[config.mk]
export PLATFORM = sky130hd
export DESIGN_NAME = validador_posicao
export DESIGN_NICKNAME = d
export VERILOG_FILES = /design/src/rtl/batalha_pkg.sv /design/src/rtl/celula_gen.sv /design/src/rtl/validador_posicao.sv
export SDC_FILE = /design/constraint.sdc
export NUM_CORES = 1
export LEC_CHECK = 0
export ABC_CLOCK_PERIOD_IN_PS = 7100
export BUFFER_PORTS_ARGS = -buffer_cell sky130_fd_sc_hd__clkbuf_2
export CAP_MARGIN = 15
export CORE_MARGIN = 8
export CORE_UTILIZATION = 40
export DETAILED_ROUTE_END_ITERATION = 12
export SKIP_CTS_REPAIR_TIMING = 1
export SLEW_MARGIN = 25
export SYNTH_ARGS = -nofsm -noshare
export SYNTH_HDL_FRONTEND = slang
export SYNTH_SLANG_ARGS = --single-unit
export TNS_END_PERCENT = 5
[constraint.sdc]
create_clock -name clk -period 7.1 [get_ports clk]
set_input_delay 1.775 -clock clk [delete_from_list [all_inputs] [get_ports clk]]
set_output_delay 1.775 -clock clk [all_outputs]
set_load 0.03 [all_outputs]
[src/rtl/batalha_pkg.sv]
// -----------------------------------------------------------------------------
// batalha_pkg
// Shared definitions for the ship placement validator:
//   - tipo encodings and ship length table (TIPO_LEN)
//   - hidroaviao cell offset table (hidro_off)
//   - validator FSM state enum
//   - BOARD_CELLS: cells per board for the default 8x8 geometry
// -----------------------------------------------------------------------------
package batalha_pkg;

    localparam int BOARD_CELLS = 64;

    typedef enum logic [2:0] {
        SUBMARINO    = 3'd0,
        CRUZADOR     = 3'd1,
        HIDROAVIAO   = 3'd2,
        ENCOURACADO  = 3'd3,
        PORTA_AVIOES = 3'd4
    } tipo_t;

    typedef enum logic [1:0] {
        IDLE  = 2'd0,
        CHECK = 2'd1,
        DONE  = 2'd2,
        WRITE = 2'd3
    } estado_t;

    // Ship length indexed by tipo
    localparam logic [2:0] TIPO_LEN [5] = '{3'd1, 3'd2, 3'd3, 3'd4, 3'd5};

    // Illegal codes map to length 1; they never reach CHECK/WRITE anyway.
    function automatic logic [2:0] tipo_len(input logic [2:0] t);
        logic [2:0] r;
        r = 3'd1;
        if (t <= 3'd4) begin
            r = TIPO_LEN[t];
        end
        return r;
    endfunction

    // Hidroaviao offsets {dx, dy}, each a 3-bit two's-complement value.
    // Rows by rotation: 0:(0,0)(1,1)(2,0)  1:(0,0)(1,1)(0,2)
    //                   2:(0,0)(-1,1)(0,2) 3:(0,0)(1,-1)(2,0)
    function automatic logic [5:0] hidro_off(input logic [1:0] ori, input logic [1:0] k);
        logic [5:0] r;
        r = 6'b000_000;
        case ({ori, k})
            4'b00_01: r = {3'd1,   3'd1};
            4'b00_10: r = {3'd2,   3'd0};
            4'b01_01: r = {3'd1,   3'd1};
            4'b01_10: r = {3'd0,   3'd2};
            4'b10_01: r = {3'b111, 3'd1};
            4'b10_10: r = {3'd0,   3'd2};
            4'b11_01: r = {3'd1,   3'b111};
            4'b11_10: r = {3'd2,   3'd0};
            default:  r = 6'b000_000;
        endcase
        return r;
    endfunction

endpackage

[src/rtl/celula_gen.sv]
// -----------------------------------------------------------------------------
// celula_gen
// Combinational coordinate generator for cell k of a ship.
//   tipo, direcao, ori (rotation, low 2 bits), x1, y1, k  -> cx, cy, fora
//   fora = 1 when the cell lies outside the 2^COORD_W x 2^COORD_W board.
// -----------------------------------------------------------------------------
module celula_gen
    import batalha_pkg::*;
#(
    parameter int COORD_W = 3
) (
    input  logic [2:0]         tipo,
    input  logic               direcao,
    input  logic [1:0]         ori,
    input  logic [COORD_W-1:0] x1,
    input  logic [COORD_W-1:0] y1,
    input  logic [2:0]         k,
    output logic [COORD_W-1:0] cx,
    output logic [COORD_W-1:0] cy,
    output logic               fora
);
    localparam int SW = COORD_W + 1;

    logic [5:0]           h_off;
    logic signed [2:0]    h_dx;
    logic signed [2:0]    h_dy;
    logic signed [SW-1:0] dx;
    logic signed [SW-1:0] dy;
    logic signed [SW-1:0] sx;
    logic signed [SW-1:0] sy;

    assign h_off = hidro_off(ori, k[1:0]);
    assign h_dx  = h_off[5:3];
    assign h_dy  = h_off[2:0];

    always_comb begin
        dx = '0;
        dy = '0;
        if (tipo == HIDROAVIAO) begin
            dx = SW'(h_dx);
            dy = SW'(h_dy);
        end else if (direcao) begin
            dy = SW'(k);
        end else begin
            dx = SW'(k);
        end
    end

    assign sx = $signed({1'b0, x1}) + dx;
    assign sy = $signed({1'b0, y1}) + dy;

    // Reachable results span -1 .. 2^COORD_W+3; every out-of-range value
    // (negative or >= 2^COORD_W) has the top bit of the extended sum set.
    assign fora = sx[SW-1] | sy[SW-1];
    assign cx   = sx[COORD_W-1:0];
    assign cy   = sy[COORD_W-1:0];

endmodule

[src/rtl/validador_posicao.sv]
// -----------------------------------------------------------------------------
// validador_posicao
// Validates a candidate ship against the per-player occupancy board and, on
// the falling edge of valida after a clean check, commits it.
//   clk, reset (async, active-low)
//   valida            : rise starts a check, fall commits (clean) or aborts
//   tipo, jogador, X1, Y1, direcao, orientacao : candidate ship
//   limpa             : synchronous clear of both boards and counters
//   rd_jogador, rd_x, rd_y -> rd_ocupado : combinational read port
//   conflito, busy, done : check status
//   celulas0, celulas1   : saturating occupied-cell counts per player
// Build option: define ADJACENCY_CHECK_EN to also reject ships touching
// existing ones (8-neighbourhood of every cell).
// -----------------------------------------------------------------------------
module validador_posicao
    import batalha_pkg::*;
#(
    parameter int COORD_W = 3,
    parameter int CNT_W   = 5
) (
    input  logic               clk,
    input  logic               reset,
    input  logic               valida,
    input  logic [2:0]         tipo,
    input  logic               jogador,
    input  logic [COORD_W-1:0] X1,
    input  logic [COORD_W-1:0] Y1,
    input  logic               direcao,
    input  logic [2:0]         orientacao,
    input  logic               limpa,
    input  logic               rd_jogador,
    input  logic [COORD_W-1:0] rd_x,
    input  logic [COORD_W-1:0] rd_y,
    output logic               conflito,
    output logic               busy,
    output logic               done,
    output logic               rd_ocupado,
    output logic [CNT_W-1:0]   celulas0,
    output logic [CNT_W-1:0]   celulas1
);
    localparam int NCELL = 1 << (2 * COORD_W);
    localparam int SW    = COORD_W + 1;
    localparam logic [CNT_W-1:0] CNT_MAX = {CNT_W{1'b1}};

    estado_t            state_reg, state_next;
    logic [2:0]         k_reg, k_next;
    logic               conflito_reg, conflito_next;
    logic               busy_reg, busy_next;
    logic               done_reg, done_next;
    logic               valida_prev_reg;

    logic [2:0]         tipo_reg;
    logic               jog_reg;
    logic [COORD_W-1:0] x1_reg, y1_reg;
    logic               dir_reg;
    logic [2:0]         ori_reg;

    logic               lat_load, wr_en, clear;
    logic               illegal_in, cell_bad, adj_hit, fora;
    logic [2:0]         last_k;
    logic [COORD_W-1:0] cx, cy;
    logic [2*COORD_W-1:0] cell_idx;
    logic [NCELL-1:0]   board [2];
    logic [CNT_W-1:0]   cnt [2];
    logic [NCELL-1:0]   board_cur;

    celula_gen #(.COORD_W(COORD_W)) u_celula_gen (
        .tipo    (tipo_reg),
        .direcao (dir_reg),
        .ori     (ori_reg[1:0]),
        .x1      (x1_reg),
        .y1      (y1_reg),
        .k       (k_reg),
        .cx      (cx),
        .cy      (cy),
        .fora    (fora)
    );

    assign cell_idx  = {cy, cx};
    assign board_cur = board[jog_reg];
    assign last_k    = tipo_len(tipo_reg) - 3'd1;
    // Rotation 4 aliases rotation 0 through the low two bits; 5-7 are rejected.
    assign illegal_in = (tipo > 3'd4) || ((tipo == HIDROAVIAO) && (orientacao > 3'd4));

`ifdef ADJACENCY_CHECK_EN
    // All 9 board reads are combinational, so check latency stays one cycle per cell.
    logic [8:0] viz_hit;
    for (genvar gi = 0; gi < 9; gi++) begin : g_viz
        localparam int DX = (gi % 3) - 1;
        localparam int DY = (gi / 3) - 1;
        logic signed [SW-1:0] nx;
        logic signed [SW-1:0] ny;
        assign nx = $signed({1'b0, cx}) + SW'(DX);
        assign ny = $signed({1'b0, cy}) + SW'(DY);
        assign viz_hit[gi] = !nx[SW-1] && !ny[SW-1] &&
                             board_cur[{ny[COORD_W-1:0], nx[COORD_W-1:0]}];
    end
    assign adj_hit = |viz_hit;
`else
    assign adj_hit = 1'b0;
`endif

    assign cell_bad = fora || board_cur[cell_idx] || adj_hit;

    always_comb begin
        state_next    = state_reg;
        k_next        = k_reg;
        conflito_next = conflito_reg;
        busy_next     = busy_reg;
        done_next     = done_reg;
        lat_load      = 1'b0;
        wr_en         = 1'b0;
        clear         = 1'b0;
        if (limpa) begin
            clear         = 1'b1;
            state_next    = IDLE;
            k_next        = 3'd0;
            conflito_next = 1'b0;
            busy_next     = 1'b0;
            done_next     = 1'b0;
        end else begin
            case (state_reg)
                IDLE: begin
                    if (valida && !valida_prev_reg) begin
                        lat_load = 1'b1;
                        k_next   = 3'd0;
                        if (illegal_in) begin
                            state_next    = DONE;
                            conflito_next = 1'b1;
                            busy_next     = 1'b0;
                            done_next     = 1'b1;
                        end else begin
                            state_next    = CHECK;
                            conflito_next = 1'b0;
                            busy_next     = 1'b1;
                            done_next     = 1'b0;
                        end
                    end
                end
                CHECK: begin
                    if (!valida) begin
                        // Placement withdrawn mid-check: report failure, write nothing.
                        state_next    = IDLE;
                        conflito_next = 1'b1;
                        busy_next     = 1'b0;
                    end else if (cell_bad) begin
                        state_next    = DONE;
                        conflito_next = 1'b1;
                        busy_next     = 1'b0;
                        done_next     = 1'b1;
                    end else if (k_reg == last_k) begin
                        state_next    = DONE;
                        conflito_next = 1'b0;
                        busy_next     = 1'b0;
                        done_next     = 1'b1;
                    end else begin
                        k_next = k_reg + 3'd1;
                    end
                end
                DONE: begin
                    if (!valida) begin
                        done_next = 1'b0;
                        k_next    = 3'd0;
                        if (!conflito_reg) begin
                            state_next = WRITE;
                            busy_next  = 1'b1;
                        end else begin
                            state_next = IDLE;
                        end
                    end
                end
                WRITE: begin
                    wr_en = 1'b1;
                    if (k_reg == last_k) begin
                        state_next = IDLE;
                        busy_next  = 1'b0;
                    end else begin
                        k_next = k_reg + 3'd1;
                    end
                end
                default: state_next = IDLE;
            endcase
        end
    end

    always_ff @(posedge clk or negedge reset) begin
        if (!reset) begin
            state_reg       <= IDLE;
            k_reg           <= 3'd0;
            conflito_reg    <= 1'b0;
            busy_reg        <= 1'b0;
            done_reg        <= 1'b0;
            valida_prev_reg <= 1'b0;
            tipo_reg        <= 3'd0;
            jog_reg         <= 1'b0;
            x1_reg          <= '0;
            y1_reg          <= '0;
            dir_reg         <= 1'b0;
            ori_reg         <= 3'd0;
        end else begin
            state_reg       <= state_next;
            k_reg           <= k_next;
            conflito_reg    <= conflito_next;
            busy_reg        <= busy_next;
            done_reg        <= done_next;
            valida_prev_reg <= valida;
            if (lat_load) begin
                tipo_reg <= tipo;
                jog_reg  <= jogador;
                x1_reg   <= X1;
                y1_reg   <= Y1;
                dir_reg  <= direcao;
                ori_reg  <= orientacao;
            end
        end
    end

    // One occupancy board and saturating counter per player
    for (genvar gi = 0; gi < 2; gi++) begin : g_jog
        logic [NCELL-1:0] board_reg;
        logic [CNT_W-1:0] cnt_reg;
        logic             wr_sel;

        assign wr_sel = wr_en && (jog_reg == 1'(gi));

        always_ff @(posedge clk or negedge reset) begin
            if (!reset) begin
                board_reg <= '0;
                cnt_reg   <= '0;
            end else if (clear) begin
                board_reg <= '0;
                cnt_reg   <= '0;
            end else if (wr_sel) begin
                board_reg[cell_idx] <= 1'b1;
                if (cnt_reg != CNT_MAX) begin
                    cnt_reg <= cnt_reg + 1'b1;
                end
            end
        end

        assign board[gi] = board_reg;
        assign cnt[gi]   = cnt_reg;
    end

    assign conflito   = conflito_reg;
    assign busy       = busy_reg;
    assign done       = done_reg;
    assign rd_ocupado = board[rd_jogador][{rd_y, rd_x}];
    assign celulas0   = cnt[0];
    assign celulas1   = cnt[1];

endmodule

* Yosys cells after proc, flatten, opt, wreduce, memory -nomap -nowiden *
Memories as Yosys holds them, arrays and structs flattened.
Index checks and enable logic that the tools add are counted.

word-level totals
  bits in registers = 160
  ROM bits = 120
  bits of input ports = 25
  output and inout bits = 14
  word-level logic and storage cells = 152
  memories kept = 2

operators by class
  add/sub/neg operators = 6
  $lt $le $gt $ge = 9
  eq/ne operators = 16
  multiplexer cells = 74
  bitwise gates (word level) = 7
  reduce and logical (&&, ||, !) cells = 22

memory list
  memory           depth  bits a word  rd ports  clocked after Yosys merged registers in  write ports  RTL line           text
  (no name shown)  16     6            1         0                                        0            batalha_pkg.sv:47  case ({ori, k})
  (no name shown)  8      3            1         0                                        0            batalha_pkg.sv:36  r = TIPO_LEN[t];

operators with widths
  cell                                                                number
  2-to-1 mux 64 bit                                                   10
  bitwise OR 64 bit                                                   2
  2-to-1 mux 3 bit                                                    11
  2-to-1 mux 5 bit                                                    6
  2-to-1 mux 1 bit                                                    28
  2-to-1 mux 2 bit                                                    9
  inequality test 3 bit (second input constant)                       6
  inequality test 5 bit (second input constant)                       3
  less-than comparator 6 x 7 -> 1 bit (second input constant)         2
  binary-select mux 1 bit (select 6 bit)                              2
  case mux 3 bit (4 select lines)                                     1
  adder 5 x 1 -> 5 bit (second input constant)                        2
  adder 4 bit                                                         2
  2-to-1 mux 4 bit                                                    2
  case mux 2 bit (4 select lines)                                     1
  AND reduction 4 bit                                                 2
  nonzero test 2 bit                                                  4
  demux 1 bit (select 6 bit)                                          1
  equality test 3 x 2 -> 1 bit (second input constant)                2
  greater-or-equal comparator 6 x 1 -> 1 bit (second input constant)  1
  > comparator 3 bit (second input constant)                          2
  AND reduction 3 bit                                                 2
  logical AND 1 bit                                                   5
  AND reduction 5 bit                                                 1
  other kinds (22)                                                    27

* Depth between registers and ports, before layout *
Gate-level depths: netlist of the first run.

  word-level depth = 12
  gate-level depth with buffers = 17
  depth with buffers taken out = 16

* Hierarchy *
Synthesis of the first run repeated with hierarchy kept, for this count alone.

second synthesis, totals
  cells, all modules = 818
  area, all modules = 8730.9 µm²

modules (own cells, without submodules)
  module             instances  cells each  area each (µm²)  sequential area each (µm²)
  validador_posicao  1          776         8398.1           4003.8
  celula_gen         1          42          332.8            0.0

* Worst setup path after synthesis of the first run *
OpenSTA, ideal clock, no wires.

  kind = input port to output port
  from = in rd_jogador
  to = out rd_ocupado
  arrival time = 4.416 ns
  data required time = 5.325 ns
  setup slack = 0.909 ns
  cell stages on the path = 7
  path buffers = 3
  cells stage by stage = clkbuf_1 > buf_1 > clkbuf_1 > mux4_2 > mux4_2 > mux4_2 > mux2_2

between the ends
  word-level cells in the longest chain between the ends = 6

RTL lines
  what                                                   RTL line                  text
  start: declaration                                     validador_posicao.sv:31   input logic rd_jogador,
  NOT 1 -> 2 bit (implied by the code)                   validador_posicao.sv:248  assign rd_ocupado = board[rd_jogador][{rd_y, rd_x}];
  2-to-1 mux 64 bit (implied by the code) (3 in series)  validador_posicao.sv:248
  binary-select mux 1 bit (select 6 bit)                 validador_posicao.sv:248
  2-to-1 mux 1 bit (implied by the code)                 validador_posicao.sv:248
  end: declaration                                       validador_posicao.sv:37   output logic rd_ocupado,

No other way between the ends. The select of a mux whose other input is x is not followed.

* Worst setup path in the final report of the first run *
  from = in rd_x[0]
  to = out rd_ocupado

between the ends
  word-level cells in the longest chain between the ends = 2

RTL lines
  what                                    RTL line                  text
  start: declaration                      validador_posicao.sv:32   input logic [COORD_W-1:0] rd_x,
  binary-select mux 1 bit (select 6 bit)  validador_posicao.sv:248
  2-to-1 mux 1 bit (implied by the code)  validador_posicao.sv:248

No other way between the ends. The select of a mux whose other input is x is not followed.

==> qor.yml, run 1 <==
status: "finished clean"
largest_reg_flops: 128
final_antenna_net_count: 0
die_x_um: 166
gr-usage-met3: 0.0528
hp-class: "reg -> reg"
mostFrequentLayoutCells: "165 x nor2_1, 159 x dfrtp_1, 138 x a21oi_1, 62 x mux4_2, 43 x nand2_1"
grt_pass1_wl_um: 40400
rr_worst_depth: 16
hold_violations: 0
post-route-period-util: 0.884
gp_congestion: 0.919
synth_flop_cell: "dfrtp_1"
syn_avg_cell_area_um2: 10.3
wl_per_cell_um: 21.0
drtIter0Drc: 844
grt_most_used_layer: "met2"
area_growth_pct: 12.0
clk_latency_ns: 0.44
dpl-instance-area_mm2: 0.00943
ys_seq_area_frac: 0.447
synth_seq_cells: 160
dieArea_mm2: 0.0275
gr-usage-all-layers: 0.182
drc: 0
ys.warnings.count: 0
tritoncts: "built"
drv_cap: 0
power_mw: 3.33
crit_end: "rd_ocupado"
final_common_cell: "nor2_1"
crit_path_start_kind: "input port"
antenna_found_initial: 2
start_util: 0.409
fill_cells: 2066
rr_endpoint: "done$_DFFE_PN0P_"
drive_above_1_share: 0.198
max-vdd-ir-drop_mv: 0.218
p_sw_mw: 1.45
synth_edf_count: 0
grt_pass1_vias: 6822
dieHeight_um: 166
dp_hpwl_um: 17300
core_area_mm2: 0.0219
async_reset_ff_frac: 1.00
htree_levels: 4
p_int_mw: 1.87
synthCells: 868
pwr-share-seq: 0.322
switching_share: 0.437
via_per_inst: 6.08
reg2reg_slack_ns: 1.83
finalSetupViolCount: 0
design_area_mm2: 0.0100
cp.required_ns: 5.33
num_antenna_cells: 0
num_rows: 54
relSlewSlack: 0.426
grt_use_met1: 0.261
clock_path_buffers: 2
cts_buffers: 17
finalNetCount: 932
grt_overflow_total: 0
fmax_mhz: 159
dr.pass1.iters: 6
synth_cell_types: 58
rsz0062_at_grt: "false"
arrival_ns: 4.50
use_met2: 0.261
p_leak_nw: 4.34
clkPwrFrac: 0.277
syn_nets: 916
wl_um: 24700
cts_sinks: 160
drv_slew: 0
io_buffers: 38
worst_pin_slew_ns: 0.861
clkTransAtPathRegs_ns: 0.07
route.vias.total: 7162
path_class: "in -> out"
clock_skew_ns: 0.0125
cp-end-kind: "output pin"
io_pins: 39
powerDensity_mw_per_mm2: 331
r2r_start: "k_reg[1]$_DFFE_PN0P_"
grt_max_degree: 79
period_needed_ns: 6.27
p_comb_frac: 0.401
cp-startpoint: "rd_x[0]"
tns_ns: 0
root_buffer: "clkbuf_16"
critPathMaxFanout: 16
synth_area_mm2: 0.00896
[cells by family after synthesis]
kind of cell	count (synthesis)	share of synthesized area
simple gates	287	0.139
buf+inv	78	0.0335
xor+xnor	14	0.0154
flops	160	0.447
fa+ha+maj	23	0.0338
mux	95	0.195
compound gates	211	0.137
[power groups by stage]
| stage | registers (mW) | clock network (mW) | logic [mW] |
|---|---|---|---|
| 3_3_place_gp | 1.09 | 0 | 1.30 |
| 2_1_floorplan | 1.04 | 0 | 0.982 |
| 5_1_grt | 1.08 | 0.973 | 1.46 |
| 3_5_place_dp | 1.09 | 0 | 1.31 |
| 4_1_cts | 1.07 | 0.940 | 1.31 |
| 6_report | 1.07 | 0.921 | 1.33 |
[how the worst min path moves through the flow]
stage,slack (ns),to,depth (start not counted),startpoint
2_1_floorplan,0.47,g_jog[0].board_reg[27]$_DFFE_PN0P_,2,g_jog[0].board_reg[27]$_DFFE_PN0P_
3_3_place_gp,0.48,done$_DFFE_PN0P_,1,done$_DFFE_PN0P_
3_5_place_dp,0.49,done$_DFFE_PN0P_,1,done$_DFFE_PN0P_
4_1_cts,0.51,done$_DFFE_PN0P_,1,done$_DFFE_PN0P_
5_1_grt,0.53,done$_DFFE_PN0P_,1,done$_DFFE_PN0P_
6_report,0.50,done$_DFFE_PN0P_,1,done$_DFFE_PN0P_
[through the flow]
| stage | hold WS [ns] | setup slack (ns) | std cells | util |
|---|---|---|---|---|
| 2_1_floorplan | 0.471 | 0.909 | 868 | - |
| 5_1_grt | 0.525 | 0.678 | 1177 | 0.458 |
| 3_3_place_gp | 0.485 | 0.853 | 1145 | 0.431 |
| 6_report | 0.502 | 0.826 | 1177 | 0.458 |
| 4_1_cts | 0.511 | 0.791 | 1177 | 0.458 |
| 3_5_place_dp | 0.495 | 0.794 | 1145 | 0.431 |
[area by class of cell]
type / count / area, um^2 / area share
inverter: 20 / 75.1 / 0.00748
sequential: 160 / 4010 / 0.399
tap: 280 / 350 / 0.0349
timing repair buffer: 55 / 330 / 0.0329
clock buffer: 17 / 425 / 0.0424
clock inverter: 15 / 160 / 0.0160
multi-input combinational: 630 / 4690 / 0.467
[worst max-delay path, stage by stage]
cell and delay [ns]:
clkbuf_2 0.36, buf_4 0.37, mux4_2 0.55, mux4_2 0.47
mux4_2 0.47, mux2_2 0.29, clkbuf_2 0.19
[layer usage]
metal,routed length (um),share of wire
met2,10900,0.44
met1,11200,0.45
met4,382,0.015
met3,2190,0.089
met5,22,0.00089
[Yosys cell counts, types with 3 or more instances]
cell,count,share of area
a21o_1,4,0.0034
a21oi_1,138,0.077
a31oi_1,6,0.0042
and2_1,3,0.0021
and3_1,7,0.0049
buf_1,8,0.0034
buf_2,6,0.0034
clkbuf_1,44,0.018
dfrtp_1,160,0.45
ha_1,21,0.029
inv_1,19,0.0080
mux2_2,14,0.018
mux2i_1,18,0.020
mux4_2,62,0.16
nand2_1,43,0.018
nand2b_1,11,0.0077
nand3_1,21,0.012
nand4_1,6,0.0042
nor2_1,167,0.070
nor3_1,13,0.0073
nor4_1,3,0.0021
o2111ai_1,5,0.0049
o211ai_1,4,0.0034
o21ai_0,20,0.011
o22ai_1,4,0.0028
o31ai_1,6,0.0050
or4_1,3,0.0025
xnor2_1,6,0.0059
xor2_1,6,0.0059
(Power assumes the default switching activity.)
==> inputs of run 2 (changes only) <==
Settings changed: CORE_UTILIZATION 40 to 45.
==> run 2 against run 1 <==
Sequential share of layout area up 0.21 points. Core utilization up 5.3 points. Worst setup slack better by 0.054 ns. Cell count down 1.5%. Combinational power about the same. Sequential power about the same. Non-clock buffer count down 2. Routed wire length up 2.9%. Largest cell class unchanged. Highest routed layer unchanged.
==> qor.yml, run 2 (synthesis results as in run 1) <==
status: "finished clean"  # unchanged
max-vdd-ir-drop_mv: 0.175  # was 0.218 mV
period_needed_ns: 6.22  # was 6.27 ns
hp-class: "reg -> reg"  # unchanged
wl_um: 25400  # was 24700 um
route.vias.total: 7183  # was 7162
die_x_um: 157  # was 166 um
htree_levels: 4  # unchanged
wl_per_cell_um: 21.9  # was 21.0 um
arrival_ns: 4.45  # was 4.50 ns
drive_above_1_share: 0.204  # was 0.198
design_area_mm2: 0.00998  # was 0.0100 mm^2
grt_overflow_total: 0  # unchanged
hold_violations: 0  # unchanged
cp.required_ns: 5.33  # about the same
cpMostUsedCell: "mux4_2"  # unchanged
cts_buffers: 17  # unchanged
dieHeight_um: 157  # was 166 um
via_per_inst: 6.20  # was 6.08
relSlewSlack: 0.256  # was 0.426
clock_path_buffers: 2  # unchanged
antenna_found_initial: 1  # was 2
drv_slew: 0  # unchanged
utilization: 0.511  # was 0.458
grt_max_degree: 95  # was 79
grt_pass1_wl_um: 40500  # was 40400 um
start_util: 0.459  # was 0.409
io_buffers: 38  # unchanged
slowest_stage: "mux4_2"  # unchanged
tns_ns: 0  # unchanged
clock_skew_ns: 0.0121  # was 0.0125 ns
critPathMaxFanout: 15  # was 16
final_common_cell: "nor2_1"  # unchanged
finalSetupViolCount: 0  # unchanged
slowest_delay_ns: 0.53  # was 0.55 ns
clkTransAtPathRegs_ns: 0.06  # was 0.07 ns
p_leak_nw: 4.32  # was 4.34 nW
num_antenna_cells: 0  # unchanged
gr-usage-all-layers: 0.214  # was 0.182
dp_hpwl_um: 16900  # was 17300 um
io_pins: 39  # unchanged
gp_congestion: 0.900  # was 0.919
dr.pass1.iters: 7  # was 6
worst_pin_slew_ns: 1.11  # was 0.861 ns
hp-start: "done$_DFFE_PN0P_"  # unchanged
area_growth_pct: 11.4  # was 12.0%
clk_latency_ns: 0.43  # was 0.44 ns
fin_hold_ws_ns: 0.495  # was 0.502 ns
drtIter0Drc: 925  # was 844
power_mw: 3.31  # was 3.33 mW
rr_endpoint: "conflito$_DFFE_PN0P_"  # was done$_DFFE_PN0P_
drc: 0  # unchanged
num_rows: 51  # was 54
rsz0062_at_grt: "false"  # unchanged
reg2reg_slack_ns: 1.95  # was 1.83 ns
path_class: "in -> out"  # unchanged
rr_worst_depth: 17  # was 16
final_antenna_net_count: 0  # unchanged
cts_sinks: 160  # unchanged
powerDensity_mw_per_mm2: 332  # was 331 mW/mm^2
cp-end-kind: "output pin"  # unchanged
fmax_mhz: 161  # was 159 MHz
mostFrequentLayoutCells: "160 x nor2_1, 159 x dfrtp_1, 138 x a21oi_1, 62 x mux4_2, 43 x nand2_1"  # was 165 x nor2_1, 159 x dfrtp_1, 138 x a21oi_1, 62 x mux4_2, 43 x nand2_1
largest_reg_flops: 128  # unchanged
whs_endpoint: "done$_DFFE_PN0P_"  # unchanged
drv_cap: 0  # unchanged
core_area_mm2: 0.0195  # was 0.0219 mm^2
grt_pass1_vias: 6919  # was 6822
dpl-instance-area_mm2: 0.00942  # was 0.00943 mm^2
fill_cells: 1791  # was 2066
r2r_start: "tipo_reg[0]$_DFFE_PN0P_"  # was k_reg[1]$_DFFE_PN0P_
tritoncts: "built"  # unchanged
post-route-period-util: 0.876  # was 0.884
worstPathCellList: "clkbuf_2 -> buf_4 -> mux4_2 -> mux4_2 -> mux4_2 -> mux2_2 -> clkbuf_2"  # unchanged
root_buffer: "clkbuf_16"  # unchanged
finalNetCount: 930  # was 932
crit_path_start_kind: "input port"  # unchanged
holdPathStages: 1  # unchanged
dieArea_mm2: 0.0247  # was 0.0275 mm^2
[run 2: changes by cell type in the layout (fill, tap and decap cells not counted), moves of 2 or more]
cell      before  now
nor2_1       165  160
nor2_2         2    7
clkinv_8       3    0
inv_6          4    7
nor3_2         3    6
inv_8          5    3
nor3_1         9    7
[run 2: worst max-delay path by stage]
stage	start	endpoint	slack, ns	depth (start not counted)
detailed placement	rd_x[0]	rd_ocupado	0.86	7
global route	rd_x[0]	rd_ocupado	0.76	7
finish	rd_x[0]	rd_ocupado	0.88	7
floorplan	rd_jogador	rd_ocupado	0.91	7
global placement	rd_x[0]	rd_ocupado	0.89	7
CTS	rd_x[0]	rd_ocupado	0.86	7
[run 2: where the power goes]
group	total (mW)	internal (mW)	switching (mW)
combinational	1.36	0.431	0.932
clock	0.885	0.469	0.416
sequential	1.06	0.970	0.0946
total	3.31	1.87	1.44
[run 2: layout make-up]
class	count	area, um^2	share of cell area
clock inverter	13	115	0.0115
clock buffer	18	439	0.0440
timing repair buffer	53	312	0.0312
multi-input combinational	630	4710	0.471
inverter	20	75.1	0.00752
tap	265	332	0.0332
sequential	160	4010	0.401
[run 2: layer usage]
metal | global-route usage | up-vias | share of wire
met1 | 0.314 | 3559 | 0.45
met4 | 0.0762 | 2 | 0.025
met2 | 0.299 | 392 | 0.43
met3 | 0.0543 | 54 | 0.095
met5 | 0 | - | 0.00035
li1 | - | 3176 | -
[run 2: through the flow]
stage | worst slack (ns) | instances
finish | 0.880 | 1159
global route | 0.759 | 1159
CTS | 0.862 | 1159
detailed placement | 0.860 | 1128
global placement | 0.891 | 1128
floorplan | 0.909 | 868
[run 2: critical path: cells and delay by family]
family / cells / cell delay [ns]
multiplexers: 4 / 1.78
buffers and inverters: 3 / 0.88
==> inputs of run 3 (changes only) <==
Settings changed: ABC_CLOCK_PERIOD_IN_PS 7100 to 7300.
Clock period 7.1 ns to 7.3 ns, I/O delays scaled along.
==> run 3 against run 2 <==
Cell count hardly changed. Count of clock-buffer cells in the layout is 1 higher. Register-to-register slack better by 0.14 ns. Non-clock buffer count is 2 lower. Worst setup slack better by 0.10 ns. Final area is 0.11% higher. Clock skew is 0.0019 ns lower. Sequential share of layout area hardly changed. Largest power group unchanged.
==> qor.yml, run 3 (synthesis results as in run 1) <==
dr.pass1.iters: 6  # was 7
cts_buffers: 17  # unchanged
grt_pass1_vias: 6965  # was 6919
finalSetupViolCount: 0  # unchanged
period_needed_ns: 6.32
arrival_ns: 4.49  # was 4.45 ns
tns_ns: 0  # unchanged
grt_pass1_wl_um: 41000  # was 40500 um
dp_slack_ns: 0.947  # was 0.860 ns
whs_endpoint: "done$_DFFE_PN0P_"  # unchanged
mostFrequentLayoutCells: "163 x nor2_1, 159 x dfrtp_1, 138 x a21oi_1, 62 x mux4_2, 43 x nand2_1"  # was 160 x nor2_1, 159 x dfrtp_1, 138 x a21oi_1, 62 x mux4_2, 43 x nand2_1
hp-class: "reg -> reg"  # unchanged
fmax_mhz: 158
final_antenna_net_count: 0  # unchanged
hp-start: "done$_DFFE_PN0P_"  # unchanged
dp_hpwl_um: 17300  # was 16900 um
slowest_delay_ns: 0.53  # about the same
io_pins: 39  # unchanged
wl_per_cell_um: 22.3  # was 21.9 um
cp_top_family: "multiplexers"  # unchanged
hold_violations: 0  # unchanged
critPathMaxFanout: 12  # was 15
powerDensity_mw_per_mm2: 326  # was 332 mW/mm^2
grt_overflow_total: 0  # unchanged
cp.required_ns: 5.48  # was 5.33 ns
num_rows: 51  # unchanged
cp-end-kind: "output pin"  # unchanged
p_leak_nw: 4.33  # was 4.32 nW
max-vdd-ir-drop_mv: 0.216  # was 0.175 mV
holdPathStages: 1  # unchanged
die_x_um: 157  # unchanged
drc: 0  # unchanged
relSlewSlack: 0.248  # was 0.256
cts_sinks: 160  # unchanged
area_growth_pct: 11.5  # was 11.4%
core_area_mm2: 0.0195  # unchanged
clock_path_buffers: 2  # unchanged
dieHeight_um: 157  # unchanged
clkTransAtPathRegs_ns: 0.06  # about the same
reg2reg_slack_ns: 2.09  # was 1.95 ns
drv_cap: 0  # unchanged
start_util: 0.459  # unchanged
worstPathCellList: "clkbuf_2 -> buf_4 -> mux4_2 -> mux4_2 -> mux4_2 -> mux2_2 -> clkbuf_2"  # unchanged
finalNetCount: 928  # was 930
final_common_cell: "nor2_1"  # unchanged
cp.buffers_inverters: 3  # unchanged
rr_endpoint: "done$_DFFE_PN0P_"  # was conflito$_DFFE_PN0P_
clock_skew_ns: 0.0102  # was 0.0121 ns
clk_latency_ns: 0.43  # about the same
utilization: 0.512  # was 0.511
wl_um: 25800  # was 25400 um
crit_path_start_kind: "input port"  # unchanged
htree_levels: 4  # unchanged
power_mw: 3.25  # was 3.31 mW
tritoncts: "built"  # unchanged
r2r_start: "k_reg[1]$_DFFE_PN0P_"  # was tipo_reg[0]$_DFFE_PN0P_
root_buffer: "clkbuf_16"  # unchanged
drv_slew: 0  # unchanged
worst_pin_slew_ns: 1.12  # was 1.11 ns
largest_reg_flops: 128  # unchanged
path_class: "in -> out"  # unchanged
route.vias.total: 7118  # was 7183
grt_max_degree: 95  # unchanged
drive_above_1_share: 0.200  # was 0.204
dieArea_mm2: 0.0247  # unchanged
status: "finished clean"  # unchanged
post-route-period-util: 0.865
via_per_inst: 6.15  # was 6.20
num_antenna_cells: 0  # unchanged
slowest_stage: "mux4_2"  # unchanged
gp_congestion: 0.927  # was 0.900
rr_worst_depth: 16  # was 17
io_buffers: 38  # unchanged
rsz0062_at_grt: "false"  # unchanged
antenna_found_initial: 0  # was 1
drtIter0Drc: 781  # was 925
setup_ws_ns: 0.984  # was 0.880 ns
gr-usage-all-layers: 0.218  # was 0.214
cpMostUsedCell: "mux4_2"  # unchanged
[run 3: how the worst max path moves through the flow]
stage	cells after the start	to	start	slack, ns
after floorplan	7	rd_ocupado	rd_jogador	1.01
after global placement	7	rd_ocupado	rd_x[0]	1.03
after detailed placement	7	rd_ocupado	rd_x[0]	0.95
after CTS	7	rd_ocupado	rd_x[0]	0.95
after global routing	7	rd_ocupado	rd_x[0]	0.84
final	7	rd_ocupado	rd_x[0]	0.98
[run 3: area by class of cell]
type	count	area, um^2
fill	1777	9530
multi-input combinational	630	4710
sequential	160	4010
clock buffer	19	453
tap	265	332
timing repair buffer	51	297
clock inverter	13	124
inverter	20	75.1
[run 3: stage by stage]
| step | cells | hold WS (ns) | cell area, um^2 |
|---|---|---|---|
| after detailed placement | 1126 | 0.489 | 9410 |
| after global routing | 1158 | 0.539 | 9990 |
| after CTS | 1158 | 0.503 | 9990 |
| after global placement | 1126 | 0.479 | 9400 |
| final | 1158 | 0.497 | 9990 |
| after floorplan | 868 | 0.471 | 8960 |
[run 3: power breakdown]
part / internal, mW / switching [mW]
clock: 0.495 / 0.393
combinational: 0.417 / 0.926
sequential: 0.944 / 0.0797
[run 3: metal layers]
layer | track usage | share of wire | vias up | wire length (um)
li1 | - | - | 3187 | -
met4 | 0.0970 | 0.039 | 0 | 1010
met2 | 0.327 | 0.44 | 359 | 11500
met3 | 0.0447 | 0.082 | 74 | 2110
met5 | 0 | 0 | - | 0
met1 | 0.302 | 0.44 | 3498 | 11200
